`src/rtl/sccb_pkg.sv`:
```
// sccb_pkg: shared FSM states, port ids and types for the SCCB write arbiter
package sccb_pkg;
    localparam logic [1:0] IDLE      = 2'd0;
    localparam logic [1:0] WAIT_ACK  = 2'd1;
    localparam logic [1:0] WAIT_DONE = 2'd2;
    localparam logic [1:0] GAP       = 2'd3;

    localparam logic PORT_CFG = 1'b0;
    localparam logic PORT_RT  = 1'b1;

    localparam logic [7:0] OV7670_WR_ADDR = 8'h42;

    typedef struct packed {
        logic [7:0] addr;
        logic [7:0] data;
    } wr_t;
endpackage

```
`src/rtl/arb_rr2.sv`:
```
// arb_rr2: two-way round-robin / fixed-priority picker, pointer held by the caller
module arb_rr2 (
    input  logic [1:0] valid,
    input  logic       ptr,
    input  logic       fixed_prio,
    output logic [1:0] grant,
    output logic       id
);
    assign id    = &valid ? (fixed_prio ? 1'b0 : ~ptr) : valid[1];
    assign grant = valid == 2'b00 ? 2'b00 : (id ? 2'b10 : 2'b01);
endmodule

```
`src/rtl/sccb_arbiter.sv`:
```
// sccb_arbiter: shares one SCCB master between the config sequencer and runtime control,
// with a per-phase watchdog and a forced idle gap between transactions
module sccb_arbiter
    import sccb_pkg::*;
#(
    parameter int clk_freq   = 25000000,
    parameter int TIMEOUT_US = 1000,
    parameter int GAP_CYCLES = 16,
    parameter int FIXED_PRIO = 0
) (
    input  logic       clk,
    input  logic       rst,
    input  logic       req0_valid,
    input  logic [7:0] req0_addr,
    input  logic [7:0] req0_data,
    output logic       req0_ready,
    output logic       req0_done,
    output logic       req0_err,
    input  logic       req1_valid,
    input  logic [7:0] req1_addr,
    input  logic [7:0] req1_data,
    output logic       req1_ready,
    output logic       req1_done,
    output logic       req1_err,
    input  logic       sccb_ready,
    output logic       sccb_start,
    output logic [7:0] sccb_addr,
    output logic [7:0] sccb_reg,
    output logic       busy,
    output logic       grant_id,
    output logic       fault
);
    localparam int TO_CYC = clk_freq / 1000000 * TIMEOUT_US;
    localparam int WD_W   = $clog2(TO_CYC) + 1;
    localparam int GAP_W  = $clog2(GAP_CYCLES) + 1;
    localparam logic [WD_W-1:0]  WD_LOAD  = WD_W'(TO_CYC - 1);
    localparam logic [GAP_W-1:0] GAP_LOAD = GAP_W'(GAP_CYCLES - 1);

    logic [1:0]       state;
    logic [WD_W-1:0]  wd;
    logic [GAP_W-1:0] gap_cnt;
    logic             ptr;
    logic             pick_id;
    logic [1:0]       pick;
    wr_t              win;
    logic             timeout;
    logic             ack;
    logic             fin_ok;
    logic             fin_to;

    arb_rr2 u_pick (
        .valid      ({req1_valid, req0_valid}),
        .ptr        (ptr),
        .fixed_prio (FIXED_PRIO != 0),
        .grant      (pick),
        .id         (pick_id)
    );

    assign win     = pick[1] ? {req1_addr, req1_data} : {req0_addr, req0_data};
    assign busy    = state != IDLE;
    assign timeout = wd == '0;
    assign ack     = state == WAIT_ACK && !sccb_ready;
    assign fin_ok  = state == WAIT_DONE && sccb_ready;
    // the watchdog only fires if the phase's own completion did not arrive this cycle
    assign fin_to  = timeout && ((state == WAIT_ACK && sccb_ready) || (state == WAIT_DONE && !sccb_ready));

    always_ff @(posedge clk or posedge rst) begin
        if (rst) begin
            state      <= IDLE;
            wd         <= '0;
            gap_cnt    <= '0;
            ptr        <= PORT_RT;
            grant_id   <= PORT_CFG;
            sccb_start <= 1'b0;
            sccb_addr  <= '0;
            sccb_reg   <= '0;
            req0_ready <= 1'b0;
            req1_ready <= 1'b0;
            req0_done  <= 1'b0;
            req1_done  <= 1'b0;
            req0_err   <= 1'b0;
            req1_err   <= 1'b0;
            fault      <= 1'b0;
        end else begin
            req0_ready <= 1'b0;
            req1_ready <= 1'b0;
            req0_done  <= 1'b0;
            req1_done  <= 1'b0;
            req0_err   <= 1'b0;
            req1_err   <= 1'b0;
            if (state == IDLE && sccb_ready && |pick) begin
                sccb_addr  <= win.addr;
                sccb_reg   <= win.data;
                req0_ready <= pick[0];
                req1_ready <= pick[1];
                sccb_start <= 1'b1;
                grant_id   <= pick_id;
                ptr        <= pick_id;
                wd         <= WD_LOAD;
                state      <= WAIT_ACK;
            end else if (ack) begin
                sccb_start <= 1'b0;
                wd         <= WD_LOAD;
                state      <= WAIT_DONE;
            end else if (fin_ok || fin_to) begin
                sccb_start <= 1'b0;
                req0_done  <= grant_id == PORT_CFG;
                req1_done  <= grant_id == PORT_RT;
                req0_err   <= fin_to && grant_id == PORT_CFG;
                req1_err   <= fin_to && grant_id == PORT_RT;
                fault      <= fault | fin_to;
                gap_cnt    <= GAP_LOAD;
                state      <= GAP;
            end else if (state == GAP) begin
                if (gap_cnt == '0)
                    state <= IDLE;
                else
                    gap_cnt <= gap_cnt - 1'b1;
            end else if (!timeout) begin
                wd <= wd - 1'b1;
            end
        end
    end
endmodule

```
`config.mk`:
```
export PLATFORM = sky130hd
export DESIGN_NAME = sccb_arbiter
export DESIGN_NICKNAME = d
export VERILOG_FILES = /design/src/rtl/sccb_pkg.sv /design/src/rtl/arb_rr2.sv /design/src/rtl/sccb_arbiter.sv
export SDC_FILE = /design/constraint.sdc
export NUM_CORES = 1
export LEC_CHECK = 0
export BUFFER_PORTS_ARGS = -buffer_cell sky130_fd_sc_hd__buf_4
export CAP_MARGIN = 20
export CORE_AREA = 2 2 104 106
export DETAILED_ROUTE_END_ITERATION = 10
export DIE_AREA = 0 0 106 108
export GPL_ROUTABILITY_DRIVEN = 0
export PLACE_DENSITY = 0.46
export SYNTH_ARGS = -nofsm -noshare
export SYNTH_HDL_FRONTEND = slang
export SYNTH_HIERARCHICAL = 1
export SYNTH_SLANG_ARGS = --single-unit
```
`constraint.sdc`:
```
create_clock -name clk -period 2.5 [get_ports clk]
set_clock_uncertainty 0.1 [all_clocks]
set_input_delay 0.125 -clock clk [delete_from_list [all_inputs] [get_ports clk]]
set_output_delay 0.125 -clock clk [all_outputs]
set_load 0.005 [all_outputs]
```
==> results.md <==
Status:
- The flow ran to the end, and the final reports show no timing, DRC or antenna violations.

Clocking:
- The clock tree from TritonCTS is done.
- The clock insertion delay at the later pin of the skew report is about 0.31 ns.
- Clock tree synthesis selected as its root buffer the cell sky130_fd_sc_hd__clkbuf_8.
- After clock tree synthesis, the clock-pin slew on the worst setup and hold paths is 0.10 ns.
- The clock buffer count from CTS is 5.
- CTS saw 49 sinks.
- The H-tree generated during clock tree synthesis spans 2 levels.
- No sink is reached through more buffers than the 2 on the longest clock path.
- The post-cts repair resize count is 0.

Die:
- Pin placement for this block handled between 60 and 70 I/O pins.
- Once the floorplan was initialized, standard cells occupied between 20 and 25% of the core.
- The standard-cell row count is 37.
- The core footprint is about 10,000 um^2.
- The height of the die is about 110 um.
- The die outline width is about 110 um.
- The die area is roughly 11,000 um^2.

Logic synthesis:
- The post-synthesis instance area is around 2500 um^2.
- The count of flip-flops with a built-in enable after synthesis is 0.
- For this run, the register share of the synthesized area comes to between 40% and 50%.
- The count of synthesis-stage warnings from yosys is 6.
- The number of synthesized register bits is between 40 and 50.
- The netlist uses 50 different library cells.
- The share of synthesized registers carrying an async set or reset is 100%.
- The dominant synthesized flop cell is sky130_fd_sc_hd__dfrtp_1.
- The synthesized netlist cell count is between 200 and 300.
- Each instance of the synthesized netlist takes up on average roughly 9.8 um^2.

Timing:
- Setup repair after global routing left no endpoint under its margin.
- The number of hold violations in the final report came to 0.
- After layout, the minimum clock period comes to approximately 2.3 ns.
- At the pin with the least slew margin, the transition time is roughly 0.63 ns.
- The number of max-slew violations in the final report came to 0.
- Measured against its own limit, the worst slew margin works out to 58.0%.
- The highest clock rate is 427 MHz.
- The total negative slack for setup checks is 0 ns.
- Setup violations remaining at the end of the flow were counted as 0.
- After layout, the worst path uses a little over nine tenths of the clock period.

Power:
- The design internal power is approximately 2000 uW.
- The combinational fraction of design power is a little under two fifths.
- The portion of total power attributed to the clock network is 19.4%.
- The fraction of power spent switching nets is 34.3%.
- The net switching power is about 1000 uW.
- The power density over the cells is 905 nW/um^2.
- The leakage dissipation is between 0.001 and 0.0015 uW.
- The sequential share of power is 43.8%.
- The maximum vdd ir drop is a little over 0.3 mV.

Cells and area:
- The register with the most flip-flops in the layout has 16 of them.
- The antenna diode count is 0.
- Once layout is done, the placed cells without fillers occupy between 3000 and 4000 um^2.
- The area growth from synthesis to layout is 31.5%.
- At the end of the flow, the number of nets in the layout was approximately 360.
- The ratio of cells with drive above 1 in the final layout is between 20% and 30%.

Min path:
- The critical hold path startpoint is req0_addr[7].
- The kind of path behind the tightest hold check is in2reg.
- The worst hold path was traced through 3 stages.
- The endpoint with the worst hold slack is sccb_addr[7].

Detailed routing:
- The number of remaining DRC errors is 0.
- The routed length per instance is roughly 13 um.
- For this block, the initial DRC count from the detailed router was 100.
- For this run, the detailed router's first-pass iteration total came to 4.
- The residual antenna-violating net count after detailed routing is 0.
- The routed design has roughly 5700 um of wire.
- The average via count per standard cell is roughly 4.5.
- The routed layout has ~2,100 vias.

Worst setup path:
- Of all nets on the critical path, the largest fanout is 5.
- The worst register-to-register path has a setup slack of 0.16 ns.
- The startpoint identified for the worst register-to-register timing path is wd[0].
- For the worst setup path, the data arrival time is approximately 2.5 ns.
- The highest-delay cell along the critical path is sky130_fd_sc_hd__or4_2.
- STA puts the critical path data required time at around 2.6 ns.
- On the worst path, the slowest cell contributes a delay of roughly 0.57 ns.
- The number of cell instances on the worst register-to-register path is 6.
- STA classifies the critical path startpoint as a flip-flop.
- The endpoint kind of the worst setup timing path is a flip-flop.
- The worst register-to-register path ends at wd[6].
- The category of the critical setup timing path is reg2reg.
- Walking the worst path, the cells encountered are inv_1 -> ha_1 -> or3b_2 -> or4_2 -> or3_1 -> a21oi_1.

Global routing:
- The first global-routing pass estimated 9880 um of wire.
- The initial antenna violation count is 0.
- The global-route congestion overflow total is 0.
- The global routing usage summed across all routing layers is 10.7%.
- The number of global-route vias before repair came to around 2,000.
- The largest net degree at the start of global routing is 50.

Placement:
- The placed instances occupy a cell area of between 3000 and 4000 um^2.
- The total of buffers placed on input and output ports is 62.
- The half-perimeter wire length after detailed placement is between 4000 and 5000 um.

Run:
- The number of violations of the max-capacitance limit is 0.
## synth_stat cells (all sizes together), types with 2 or more instances
library cell	count	area share, %
or4b	2	0.80
ha	4	2.0
a21o	2	0.60
mux2i	17	6.8
buf	5	1.3
clkbuf	10	1.5
nor3	4	0.80
a21oi	26	5.2
o211ai	2	0.60
o21ai	14	2.8
nor2	26	3.9
or2	4	0.99
xor2	2	0.70
nand3b	2	0.60
dfrtp	48	48
o31ai	9	2.7
or4	11	3.5
xnor2	2	0.70
inv	10	1.5
nand3	7	1.4
or3	10	2.5
and2	6	1.5
nand2	11	1.6
nor4	4	1.6
o21bai	3	0.90
## metrics by stage
stage          total power (uW)  worst slack [ns]  instances  hold WS (ns)  utilization (%)
6_report                   2990             0.157        459       0.00912             32.3
5_1_grt                    3280            0.0289        459        0.0105             32.3
3_5_place_dp               2450             0.172        450         0.249             31.1
2_1_floorplan              1960             0.267        258         0.232                -
4_1_cts                    3040             0.148        459       0.00513             32.3
3_3_place_gp               2440             0.220        450         0.249             31.1
## cell families (layout without fill, tap and decap cells)
logic type,after synthesis,in the layout,share of synthesized area (%)
buffers and inverters,25,90,4.28
AO/OA/AOI/OAI,63,63,15.2
AND/OR/NAND/NOR,94,94,21.4
other,1,2,0.149
XOR/XNOR,4,4,1.39
flip-flops,49,49,48.8
adder cells (fa/ha/maj),4,4,1.99
multiplexers,17,17,6.77
## area by class of cell
| type | instances | area, um^2 |
|---|---|---|
| clock buffer | 5 | 68.8 |
| clock inverter | 3 | 46.3 |
| fill | 1064 | 6920 |
| inverter | 10 | 37.5 |
| multi-input combinational | 184 | 1190 |
| sequential | 49 | 1230 |
| tap | 136 | 170 |
| timing repair buffer | 72 | 568 |
## critical path, delay by kind of cell, from the launching register on
family / cells / cell delay (ns)
and+or+nand+nor: 3 / 1.38
DFF: 1 / 0.42
adders and majority gates: 1 / 0.16
AOI/OAI and AO/OA: 1 / 0.14
buffers and inverters: 1 / 0.09
## timing repair
action                                  4_1_cts  5_1_grt
endpoints found under the setup margin        0        0
hold endpoints to repair                     48        0
buffers inserted                              0        0
hold buffers                                  1        0
## power groups by stage
stage / combinational [uW] / sequential, uW / clock [uW]
floorplan: 673 / 1290 / 0
CTS: 1130 / 1310 / 604
detailed placement: 1130 / 1320 / 0
global placement: 1110 / 1330 / 0
global route: 1270 / 1370 / 636
finish: 1100 / 1310 / 579
## worst max path at each step
stage,from,to,slack (ns),depth (start not counted)
after CTS,wd[0],wd[6],0.15,6
after global routing,wd[0],wd[12],0.03,6
after global placement,wd[0],wd[6],0.22,6
after detailed placement,wd[0],wd[6],0.17,6
final,wd[0],wd[6],0.16,6
after floorplan,wd[0],wd[2],0.27,7
## layout by cell type, fill, tap and decap left out, types with 5 or more instances in the layout
cell / Yosys / layout
sky130_fd_sc_hd__or3_1: 9 / 9
sky130_fd_sc_hd__mux2i_1: 17 / 17
sky130_fd_sc_hd__nand2_1: 11 / 11
sky130_fd_sc_hd__o31ai_1: 9 / 9
sky130_fd_sc_hd__or4_1: 9 / 9
sky130_fd_sc_hd__inv_1: 10 / 9
sky130_fd_sc_hd__a21oi_1: 26 / 26
sky130_fd_sc_hd__clkbuf_8: 0 / 5
sky130_fd_sc_hd__and2_1: 6 / 6
sky130_fd_sc_hd__nor2_1: 26 / 26
sky130_fd_sc_hd__buf_4: 1 / 69
sky130_fd_sc_hd__dfrtp_1: 48 / 48
sky130_fd_sc_hd__nand3_1: 7 / 7
sky130_fd_sc_hd__o21ai_0: 12 / 12
## metal layers
layer,part of all wire (%),track usage (%)
met4,1.2,3.67
met2,46,17.0
met3,3.6,2.35
met1,49,14.6
met5,0,0
Note: power is estimated with default switching activity, not from simulation.
